<file path="src/rtl/regfile_core.sv">
`default_nettype none
// ============================================================================
// Module   : regfile_core
// Purpose  : 31 x WIDTH register file, one-hot write strobe, two combinational
//            read ports with optional write-to-read forwarding.
// Revision : 1.0 - initial release
// ============================================================================
module regfile_core #(
  parameter int WIDTH  = 32,
  parameter int BYPASS = 1
) (
  input  logic             clock,
  input  logic             ctrl_reset,
  input  logic [31:0]      write_onehot,
  input  logic [WIDTH-1:0] data_writeReg,
  input  logic [4:0]       ctrl_readRegA,
  input  logic [4:0]       ctrl_readRegB,
  output logic [WIDTH-1:0] data_readRegA,
  output logic [WIDTH-1:0] data_readRegB,
  output logic             err_multi,
  output logic             err_sticky
);

  logic [WIDTH-1:0] r_regs [1:31];
  logic [WIDTH-1:0] w_regView [0:31];
  logic [5:0]       w_popCount;
  logic             w_oneHot;
  logic             w_multiHot;
  logic             w_writeEn;
  logic             w_fwdA;
  logic             w_fwdB;
  logic             r_errMulti;
  logic             r_errSticky;

  // Population count, so a multi-hot strobe is never silently priority-resolved.
  assign w_popCount = 6'($countones(write_onehot));
  assign w_oneHot   = (w_popCount == 6'd1);
  assign w_multiHot = (w_popCount > 6'd1);
  assign w_writeEn  = ~ctrl_reset & w_oneHot & ~write_onehot[0];

  always_ff @(posedge clock) begin
    if (ctrl_reset) begin
      for (int i = 1; i < 32; i++) r_regs[i] <= '0;
      r_errMulti  <= 1'b0;
      r_errSticky <= 1'b0;
    end else begin
      for (int i = 1; i < 32; i++) begin
        if (w_writeEn && write_onehot[i]) r_regs[i] <= data_writeReg;
      end
      r_errMulti  <= w_multiHot;
      r_errSticky <= r_errSticky | w_multiHot;
    end
  end

  assign w_regView[0] = '0;
  generate
    for (genvar g = 1; g < 32; g++) begin : g_regView
      assign w_regView[g] = r_regs[g];
    end

    // w_writeEn already excludes reset, multi-hot and bit 0, so a single bit test suffices.
    if (BYPASS != 0) begin : g_bypass
      assign w_fwdA = w_writeEn & write_onehot[ctrl_readRegA];
      assign w_fwdB = w_writeEn & write_onehot[ctrl_readRegB];
    end else begin : g_noBypass
      assign w_fwdA = 1'b0;
      assign w_fwdB = 1'b0;
    end
  endgenerate

  assign data_readRegA = w_fwdA ? data_writeReg : w_regView[ctrl_readRegA];
  assign data_readRegB = w_fwdB ? data_writeReg : w_regView[ctrl_readRegB];
  assign err_multi     = r_errMulti;
  assign err_sticky    = r_errSticky;

endmodule
`default_nettype wire

</file>
<file path="config.mk">
export PLATFORM = sky130hd
export DESIGN_NAME = regfile_core
export DESIGN_NICKNAME = d
export VERILOG_FILES = /design/src/rtl/regfile_core.sv
export SDC_FILE = /design/constraint.sdc
export NUM_CORES = 2
export LEC_CHECK = 0
export BUFFER_PORTS_ARGS = -buffer_cell sky130_fd_sc_hd__buf_2
export CAP_MARGIN = 20
export CORE_MARGIN = 10
export CORE_UTILIZATION = 56
export CTS_BUF_LIST = sky130_fd_sc_hd__clkbuf_4 sky130_fd_sc_hd__clkbuf_8
export DETAILED_ROUTE_END_ITERATION = 16
export PLACE_DENSITY_LB_ADDON = 0.25
export REMOVE_ABC_BUFFERS = 1
export SLEW_MARGIN = 10
export SYNTH_ARGS = -nofsm -noshare
export SYNTH_HDL_FRONTEND = slang
export SYNTH_SLANG_ARGS = --single-unit
</file>
<file path="constraint.sdc">
create_clock -name clock -period 10.7 [get_ports clock]
set_input_delay 2.14 -clock clock [delete_from_list [all_inputs] [get_ports clock]]
set_output_delay 2.14 -clock clock [all_outputs]
set_load 0.02 [all_outputs]
</file>
==> flow_results.xml <==
<?xml version="1.0" encoding="UTF-8"?>
<metrics>
  <group name="logic_synthesis">
    <metric name="synthTopCellsByArea" unit="">edfxtp_1 54%, mux4_2 19%, and3_1 11%</metric>
    <metric name="netlist.top_cell.by_area" unit="">edfxtp_1</metric>
    <metric name="post_synth.cell_area_avg" unit="um2">14.4</metric>
    <metric name="ys_seq_elements" unit="">994</metric>
    <metric name="total_number_of_yosys_warnings" unit="">0</metric>
    <metric name="synthesis.area" unit="um2">55100</metric>
    <metric name="yosys.cell_types.count" unit="">38</metric>
    <metric name="post_synth_inst_count" unit="">3837</metric>
    <metric name="synth_seq_area_share" unit="%">54.1</metric>
    <metric name="synth_top_area_share" unit="%">54.1</metric>
  </group>
  <group name="critical_path">
    <metric name="crit_arrival" unit="ps">8360</metric>
    <metric name="worstReg2RegStart" unit="">err_sticky$_SDFF_PP0_</metric>
    <metric name="crit_start" unit="">write_onehot[17]</metric>
    <metric name="regToRegSetupSlack" unit="ps">10140</metric>
    <metric name="worst_ep_required_time" unit="ps">8560</metric>
    <metric name="critical_path_peak_fanout" unit="">24</metric>
    <metric name="worstSetupStartpointType" unit="">input pin</metric>
    <metric name="path_class" unit="">in2out</metric>
    <metric name="worst_setup_path_end_kind" unit="">output pin</metric>
    <metric name="ff2ff_path_depth" unit="">2</metric>
    <metric name="critical_path.reg2reg.endpoint" unit="">err_sticky$_SDFF_PP0_</metric>
    <metric name="endpoint" unit="">data_readRegA[18]</metric>
  </group>
  <group name="placement">
    <metric name="placed_cells" unit="">4901</metric>
    <metric name="gpl.final_weighted_congestion" unit="">0.890</metric>
    <metric name="detailed_place.area" unit="um2">57000</metric>
    <metric name="sum_of_net_half_perimeters_after_detailed_placement" unit="mm">111</metric>
    <metric name="io_buffer_count" unit="">141</metric>
  </group>
  <group name="drt">
    <metric name="post-route-drc-count" unit="">0</metric>
    <metric name="drt_pass1_iterations" unit="">6</metric>
    <metric name="drt_iter0_markers" unit="">6455</metric>
    <metric name="drt.antenna.violating_nets" unit="">0</metric>
    <metric name="post_drt_wl_per_cell" unit="um">36.4</metric>
    <metric name="number_of_vias_per_cell_after_detailed_routing" unit="">7.45</metric>
    <metric name="via_count" unit="">38800</metric>
    <metric name="totalWireLength" unit="mm">190</metric>
  </group>
  <group name="die">
    <metric name="floorplan.rows" unit="">114</metric>
    <metric name="die_w" unit="um">334</metric>
    <metric name="placeableCoreArea" unit="um2">97100</metric>
    <metric name="die_area" unit="um2">111000</metric>
    <metric name="initial_standard_cell_utilization_of_the_core" unit="%">56.7</metric>
    <metric name="io_pins" unit="">142</metric>
    <metric name="die_h" unit="um">334</metric>
  </group>
  <group name="sta">
    <metric name="finClkSkew" unit="ps">0</metric>
    <metric name="finalCritPeriodShare" unit="%">98.1</metric>
    <metric name="hold_slack" unit="ps">452</metric>
    <metric name="timing.final.crit_period" unit="ps">10500</metric>
    <metric name="setup_viol" unit="">0</metric>
    <metric name="maxSlewHeadroom" unit="%">20.3</metric>
    <metric name="hold_viol" unit="">0</metric>
    <metric name="maxClockFrequency" unit="MHz">95.2</metric>
    <metric name="rsz_0062_raised_after_global_routing" unit="">no</metric>
    <metric name="fin_tns_setup" unit="ps">0</metric>
    <metric name="worst_slew_pin_slew" unit="ps">1190</metric>
    <metric name="maxSlewViolCount" unit="">0</metric>
  </group>
  <group name="min_path">
    <metric name="hold_path_class" unit="">reg2reg</metric>
  </group>
  <group name="cells_and_area">
    <metric name="post_layout_nonfiller_instances" unit="">5211</metric>
    <metric name="post-route-cell-area" unit="um2">60300</metric>
    <metric name="drive_above_1_share" unit="%">29.7</metric>
    <metric name="nFillCells" unit="">7163</metric>
    <metric name="flow.area_growth_from_synthesis" unit="%">9.43</metric>
    <metric name="design.final.nets" unit="">3905</metric>
  </group>
  <group name="cts">
    <metric name="tritoncts.num_buffers" unit="">168</metric>
    <metric name="clkTransAtPathRegs" unit="ps">50</metric>
    <metric name="clock_tree.root_cell" unit="">clkbuf_8</metric>
    <metric name="tritoncts" unit="">done</metric>
    <metric name="worstSkewPairLatency" unit="ps">830</metric>
    <metric name="cts_hold_buf" unit="">0</metric>
    <metric name="cts_buffer_depth" unit="">3</metric>
    <metric name="cts.htree.levels" unit="">4</metric>
    <metric name="clock-sinks" unit="">994</metric>
  </group>
  <group name="pwr">
    <metric name="totalPowerFinal" unit="mW">11.1</metric>
    <metric name="ir_worst_vdd" unit="mV">0.140</metric>
    <metric name="cellLeakagePower" unit="nW">24.4</metric>
    <metric name="power.density_cell_area" unit="nW/um2">183</metric>
  </group>
  <group name="grt">
    <metric name="antenna_violations_before_repair" unit="">15</metric>
    <metric name="grt_first_pass_wirelength" unit="mm">272</metric>
    <metric name="grt.overflow.total" unit="">0</metric>
    <metric name="grt_usage" unit="%">33.6</metric>
    <metric name="grt_max_degree" unit="">237</metric>
    <metric name="via_count_of_the_first_global_routing_pass" unit="">38900</metric>
  </group>
  <group name="status">
    <metric name="outcome" unit="">finished clean</metric>
  </group>
  <group name="run">
    <metric name="max_cap_viol_count" unit="">0</metric>
  </group>
</metrics>
==> critical path: stages <==
cell	delay, ps
buf_2	120
fa_1	750
inv_1	110
fa_2	660
fa_1	470
fa_1	540
fa_1	460
fa_1	500
inv_1	50
ha_1	210
fa_1	470
or4_1	560
nor4_4	230
buf_4	200
o2111ai_4	160
buf_12	220
mux2_2	300
buf_2	160
==> metrics by stage <==
| step | util (%) | setup WS, ps |
|---|---|---|
| 3_3_place_gp | 58.7 | 230 |
| 4_1_cts | 62.0 | 38.4 |
| 3_5_place_dp | 58.7 | 73.8 |
| 2_1_floorplan | - | -21940 |
| 6_report | 62.1 | 200 |
| 5_1_grt | 62.1 | 43.1 |
==> power breakdown <==
group	internal, mW	switching [mW]	leakage (nW)
Clock	1.76	1.60	1.68
Combinational	1.01	1.55	13.3
Sequential	4.90	0.242	9.44
==> logic make-up (layout without fill, tap and decap cells) <==
kind of cell	Yosys count	after routing	share of synthesized area, %
compound gates	397	397	5.55
fa+ha+maj	31	31	1.03
simple gates	1238	1238	13.6
flops	994	994	54.1
mux	597	597	21.6
other cells	0	6	0
buf+inv	580	672	4.16
==> cell usage after synthesis, drive strengths merged <==
cell type	number
nand2	34
o21bai	30
and2b	1
nor3	2
nand3b	1
a21o	32
o2111a	1
mux2	96
a21oi	3
inv	67
ha	7
o21ai	34
edfxtp	992
nand3	36
dfxtp	2
a32o	30
o2111ai	1
and3	992
o31ai	34
mux2i	39
nor4	1
mux4	462
o22ai	1
nand2b	31
and2	3
o211ai	1
nor2	65
fa	24
or4	1
nor3b	1
clkbuf	417
a221oi	64
nor2b	70
a22oi	166
buf	96
==> layer usage <==
metal | wire length, um | vias up | track usage (%)
met5 | 45 | - | 0
met4 | 12300 | 6 | 20.2
met3 | 28400 | 564 | 10.9
met2 | 83400 | 3379 | 48.9
met1 | 65500 | 19500 | 43.8
li1 | - | 15400 | -
==> cell type report <==
cell class / instances / area, um2 / share of cell area (%)
Inverter: 67 / 251 / 0.417
Clock inverter: 69 / 429 / 0.712
Multi-Input combinational cell: 2263 / 23100 / 38.3
Timing Repair Buffer: 304 / 2270 / 3.77
Clock buffer: 232 / 2790 / 4.63
Tap cell: 1276 / 1600 / 2.65
Sequential cell: 994 / 29800 / 49.5
Antenna cell: 6 / 15.0 / 0.0249
==> state kept, by name, indices dropped and copies added (netlist names) <==
name	count
err_multi	1
err_sticky	1
r_regs	992
==> layout by cell type, fill, tap and decap left out, types with 4 or more instances in the layout <==
cell type and count:
clkinv_1 43, nand3_1 36, nor2b_4 5, a22oi_1 166, nand2b_1 31, clkbuf_4 64, diode_2 6, fa_1 23
mux2i_1 39, mux4_2 462, a21o_2 31, and3_1 992, a221oi_1 64, inv_8 4, nor2_1 63, nand2_1 34
a32o_1 30, edfxtp_1 992, o21ai_0 34, clkinv_2 6, mux2_2 96, buf_2 136, nor2b_1 65, o31ai_1 34
inv_1 67, buf_4 141, o21bai_1 30, clkinvlp_4 9, ha_1 7, buf_12 21, buf_8 4, clkbuf_8 168
==> what timing repair did <==
item	in CTS	in global routing
setup buffers	0	2
resized for setup	0	1
endpoints found under the setup margin	0	64
==> worst min path at each step <==
stage | depth (start not counted) | end | slack [ps] | startpoint
after floorplan | 2 | err_sticky$_SDFF_PP0_ | 520 | err_sticky$_SDFF_PP0_
after global placement | 2 | err_sticky$_SDFF_PP0_ | 430 | err_sticky$_SDFF_PP0_
after detailed placement | 2 | err_sticky$_SDFF_PP0_ | 440 | err_sticky$_SDFF_PP0_
after CTS | 2 | err_sticky$_SDFF_PP0_ | 460 | err_sticky$_SDFF_PP0_
after global routing | 2 | err_sticky$_SDFF_PP0_ | 490 | err_sticky$_SDFF_PP0_
final | 2 | err_sticky$_SDFF_PP0_ | 450 | err_sticky$_SDFF_PP0_
No activity file was read; power rests on OpenSTA's default activity.
